===== src/rtl/cpu_controller.sv =====
`default_nettype none
//============================================================================
// Module   : cpu_controller
// Brief    : Eight-phase instruction sequencer for a simple accumulator CPU.
//            Steps S0..S7 once per instruction while enabled, latches the
//            opcode and zero flag mid-instruction, decodes control strobes
//            combinationally and freezes in S4 after a HLT.
// Revision : 1.0 - initial release
//============================================================================
module cpu_controller (
    input  logic       clk,
    input  logic       rst_n,
    input  logic       ena_i,
    input  logic [2:0] opcode_i,
    input  logic       zero_i,
    output logic       rd_o,
    output logic       wr_o,
    output logic       load_ir_o,
    output logic       inc_pc_o,
    output logic       load_pc_o,
    output logic       load_acc_o,
    output logic       datactl_ena_o,
    output logic       halt_o,
    output logic [2:0] state_o
);

    typedef enum logic [2:0] {
        S0 = 3'd0, S1 = 3'd1, S2 = 3'd2, S3 = 3'd3,
        S4 = 3'd4, S5 = 3'd5, S6 = 3'd6, S7 = 3'd7
    } state_t;

    localparam logic [2:0] OP_HLT = 3'b000;
    localparam logic [2:0] OP_SKZ = 3'b001;
    localparam logic [2:0] OP_ADD = 3'b010;
    localparam logic [2:0] OP_AND = 3'b011;
    localparam logic [2:0] OP_XOR = 3'b100;
    localparam logic [2:0] OP_LDA = 3'b101;
    localparam logic [2:0] OP_STO = 3'b110;
    localparam logic [2:0] OP_JMP = 3'b111;

    state_t     state_q, state_d;
    logic       active_q;
    logic       halted_q, halted_d;
    logic [2:0] opc_q, opc_d;
    logic       zero_q, zero_d;

    // Opcode classes used by the S4..S7 decode (latched opcode only).
    logic w_is_rdop;
    logic w_is_sto;
    logic w_is_jmp;
    logic w_skz_taken;

    assign w_is_rdop   = (opc_q == OP_ADD) || (opc_q == OP_AND) ||
                         (opc_q == OP_XOR) || (opc_q == OP_LDA);
    assign w_is_sto    = (opc_q == OP_STO);
    assign w_is_jmp    = (opc_q == OP_JMP);
    assign w_skz_taken = (opc_q == OP_SKZ) && zero_q;

    // State, enable, halt and instruction-latch registers.
    always_ff @(posedge clk or negedge rst_n) begin
        if (!rst_n) begin
            state_q  <= S0;
            active_q <= 1'b0;
            halted_q <= 1'b0;
            opc_q    <= OP_HLT;
            zero_q   <= 1'b0;
        end else begin
            state_q  <= state_d;
            active_q <= ena_i;
            halted_q <= halted_d;
            opc_q    <= opc_d;
            zero_q   <= zero_d;
        end
    end

    // Next-state: halt freezes in S4, inactive parks in S0, else step forward.
    always_comb begin
        state_d  = state_q;
        halted_d = halted_q;
        opc_d    = opc_q;
        zero_d   = zero_q;
        if (halted_q) begin
            state_d = S4;
        end else if (!active_q) begin
            state_d = S0;
        end else begin
            if (state_q == S2) begin
                opc_d  = opcode_i;
                zero_d = zero_i;
            end
            if ((state_q == S3) && (opc_q == OP_HLT)) begin
                halted_d = 1'b1;
            end
            state_d = state_t'(state_q + 3'd1);
        end
    end

    // Control-strobe decode of the current phase and latched instruction.
    always_comb begin
        rd_o          = 1'b0;
        wr_o          = 1'b0;
        load_ir_o     = 1'b0;
        inc_pc_o      = 1'b0;
        load_pc_o     = 1'b0;
        load_acc_o    = 1'b0;
        datactl_ena_o = 1'b0;
        halt_o        = 1'b0;
        if (halted_q) begin
            halt_o = 1'b1;
        end else if (active_q) begin
            case (state_q)
                S0, S1: begin
                    rd_o      = 1'b1;
                    load_ir_o = 1'b1;
                    inc_pc_o  = 1'b1;
                end
                S3: begin
                    halt_o = (opc_q == OP_HLT);
                end
                S4: begin
                    rd_o          = w_is_rdop;
                    datactl_ena_o = w_is_sto;
                    load_pc_o     = w_is_jmp;
                end
                S5: begin
                    rd_o          = w_is_rdop;
                    load_acc_o    = w_is_rdop;
                    wr_o          = w_is_sto;
                    datactl_ena_o = w_is_sto;
                    load_pc_o     = w_is_jmp;
                    inc_pc_o      = w_skz_taken;
                end
                S6: begin
                    rd_o          = w_is_rdop;
                    datactl_ena_o = w_is_sto;
                end
                S7: begin
                    inc_pc_o = w_skz_taken;
                end
                default: begin
                end
            endcase
        end
    end

    assign state_o = state_q;

endmodule
`default_nettype wire


===== config.mk =====
export PLATFORM = sky130hd
export DESIGN_NAME = cpu_controller
export DESIGN_NICKNAME = d
export VERILOG_FILES = /design/src/rtl/cpu_controller.sv
export SDC_FILE = /design/constraint.sdc
export NUM_CORES = 1
export LEC_CHECK = 0
export CAP_MARGIN = 40
export CELL_PAD_IN_SITES_DETAIL_PLACEMENT = 2
export CELL_PAD_IN_SITES_GLOBAL_PLACEMENT = 2
export CORE_ASPECT_RATIO = 0.7
export CORE_MARGIN = 8
export CORE_UTILIZATION = 26
export DETAILED_ROUTE_END_ITERATION = 10
export HOLD_SLACK_MARGIN = 0.12
export PLACE_DENSITY = 0.83
export SYNTH_ARGS = -nofsm -noshare
export SYNTH_HDL_FRONTEND = slang
export SYNTH_SLANG_ARGS = --single-unit

===== constraint.sdc =====
create_clock -name clk -period 1.8 [get_ports clk]
set_input_delay 0.18 -clock clk [delete_from_list [all_inputs] [get_ports clk]]
set_output_delay 0.18 -clock clk [all_outputs]
set_load 0.005 [all_outputs]

==> flow_metrics.py <==
metrics = {
    "outcome": {
        "status": "finished with violations",
        "violations": "setup timing",
    },
    "worst_setup_path": {
        "worstSetupPathType": "reg2out",
        "path_cells": "buf_4 > ha_4 > ha_4 > nand2_2 > o41ai_4 > buf_2",
        "critPathCaptureType": "primary output",
        "worst-path-max-fanout": 3,
        "critPathMaxStageDelay_ps": 400,
        "cp.arrival_ps": 1670,
        "crit_slowest_cell": "dfrtp_1",
        "path_buf_inv": 2,
        "cpMostUsedCell": "ha_4",
        "required_ps": 1620,
        "start_kind": "register",
        "path_delay_family": "flip-flops",
    },
    "layout": {
        "regArea_sq_um": 225,
        "drive_above_1_share_pct": 53.9,
        "multiInputGateArea_sq_um": 368,
        "fin_nets": 103,
        "antenna_cells": 0,
        "fin_area_sq_um": 972,
        "fillers": 201,
        "syn_to_final_growth_pct": 84.1,
        "final_core_util_pct": 51.5,
    },
    "global_route": {
        "antenna_found_initial": 0,
        "grt-ovfl-total": 0,
        "track_usage_pct": 11.4,
        "grt_first_pass_wirelength_microns": 3440,
        "grt_max_degree": 10,
        "grt_pass1_vias": 659,
    },
    "power": {
        "p_sw_uw": 604,
        "seqPwrFrac_pct": 24.8,
        "internal_power_uw": 888,
        "switching_share_pct": 40.5,
        "leakage_nw": 0.455,
        "p_comb_share_pct": 64.3,
        "clockPowerShare_pct": 10.9,
        "p_per_area_nw_per_um2": 1530,
        "total_power_mw": 1.49,
        "ir_drop_mv": 0.721,
    },
    "yosys": {
        "syn_inst": 48,
        "ys_seq_elements": 9,
        "netlist.area_leader.share_pct": 42.7,
        "synth_ff_type": "dfrtp_1",
        "yosysMostFrequentCell": "dfrtp_1",
        "synth_area_leaders": "dfrtp_1 (43%), ha_1 (14%), mux2_2 (8.5%), inv_1 (3.6%), nor3b_4 (3.6%)",
        "synth_common_cells": "dfrtp_1 (9), ha_1 (6), inv_1 (5)",
        "synth_nets": 61,
        "syn_area_sq_um": 528,
        "synth_area_per_cell_sq_um": 11.0,
        "async_flop_share_pct": 100,
        "yosys.area.top_type": "dfrtp_1",
        "yosysSeqAreaShare_pct": 42.7,
        "synth.distinct_cells": 22,
        "synth_edf_count": 0,
        "synth_warnings": 0,
    },
    "sta": {
        "drv_slew": 0,
        "timing.hold.ws_ps": 225,
        "finalHoldViolations": 0,
        "setup_viol_count_final": 2,
        "rsz0062_at_grt": "yes",
        "fmax_mhz": 541,
        "period_share_pct": 103,
        "fin_tns_setup_ps": -61.4,
        "tightest_slew_ps": 438,
        "min_period_ps": 1850,
        "setup_slack_ps": -49.9,
        "relSlewSlack_pct": 70.7,
        "finClkSkew_ps": 3.83,
    },
    "floorplan": {
        "initial_core_util_pct": 28.0,
        "die_area_sq_um": 3750,
        "num_rows": 13,
        "die_y_microns": 53.7,
        "pin_count": 18,
        "core_sq_um": 1890,
        "die_x_microns": 69.9,
    },
    "clocking": {
        "cts_sinks": 9,
        "root_buffer": "clkbuf_4",
        "cts_tree": "done",
        "cts_max_level": 1,
        "cts.clk_slew.worst_paths_ps": 70,
        "cts_made_buffers": 3,
        "cts_buffer_depth": 2,
        "clock_latency_ps": 260,
        "postCtsHoldBufs": 0,
    },
    "run": {
        "maxCapViolCount": 0,
    },
    "detailed_routing": {
        "drt_pass1_iterations": 4,
        "ant_nets": 0,
        "wl_per_cell_microns": 22.0,
        "vias": 542,
        "drc": 0,
        "totalWireLength_microns": 2440,
        "avgViaCountPerCell": 4.88,
        "drt_iter0_drc": 8,
    },
    "place": {
        "dpl.hpwl_microns": 1380,
        "place_congestion": 0.742,
        "numPortBuffers": 17,
        "dpl_cell_area_sq_um": 790,
    },
    "min_path": {
        "hold_class": "in2async",
    },
}
==> power groups by stage <==
stage / logic [mW] / registers, mW / clock network [mW]
6_report: 0.959 / 0.369 / 0.163
3_5_place_dp: 0.647 / 0.351 / 0
3_3_place_gp: 0.610 / 0.339 / 0
2_1_floorplan: 0.249 / 0.367 / 0
4_1_cts: 0.794 / 0.352 / 0.150
5_1_grt: 1.02 / 0.380 / 0.183
==> worst paths after layout <==
path / to / depth (start not counted) / start / slack [ps]
max in group asynchronous: zero_q$_DFFE_PN0P_ / 1 / rst_n / 1270
setup reg to reg: opc_q[0]$_DFFE_PN0P_ / 4 / state_o[0]$_DFF_PN0_ / 240
min in group clk: active_q$_DFF_PN0_ / 1 / ena_i / 360
setup / recovery: halt_o / 6 / state_o[0]$_DFF_PN0_ / -50
hold / removal: active_q$_DFF_PN0_ / 1 / rst_n / 230
hold reg to reg: zero_q$_DFFE_PN0P_ / 1 / zero_q$_DFFE_PN0P_ / 560
==> sequential cells by signal, indices dropped and copies added (netlist names) <==
name,count
zero_q,1
opc_q,3
halted_q,1
state_o,3
active_q,1
==> cells in the final DEF (no fill, tap or decap), types with 3 or more instances in the layout <==
cell	count
mux2_2	4
clkbuf_2	3
buf_4	19
clkdlybuf4s50_1	9
dfrtp_1	9
dlygate4sd2_1	3
inv_1	4
ha_2	3
clkbuf_4	3
==> what timing repair did <==
item	CTS	global route
buffers inserted	7	4
gates resized for setup	23	19
pin swaps	3	4
endpoints found under the setup margin	8	6
==> metrics by stage <==
stage,setup WS (ps),instances
after global routing,-137,111
after detailed placement,-222,96
final,-49.9,111
after floorplan,413,48
after global placement,-39.2,96
after CTS,-131,107
==> final cells by class <==
| cell class | count | share of cell area [%] |
|---|---|---|
| flip-flops and latches | 9 | 23.2 |
| repair buffers | 38 | 31.5 |
| multi-input cells | 33 | 37.8 |
| clock buffers | 4 | 2.70 |
| well taps | 22 | 2.83 |
| inverters | 5 | 1.93 |
==> layer usage <==
layer	up-vias	wire (microns)	track usage, %
met5	-	0	0
li1	251	-	-
met2	24	1150	20.9
met1	258	1050	12.6
met3	9	173	4.22
met4	0	63	2.33
==> logic make-up after synthesis <==
family / share of synthesized area, %
buf+inv: 5.69
mux: 8.53
xor+xnor: 1.66
flops: 42.7
compound gates: 9.24
simple gates: 18.0
fa+ha+maj: 14.2
Note: power is estimated with default switching activity, not from simulation.
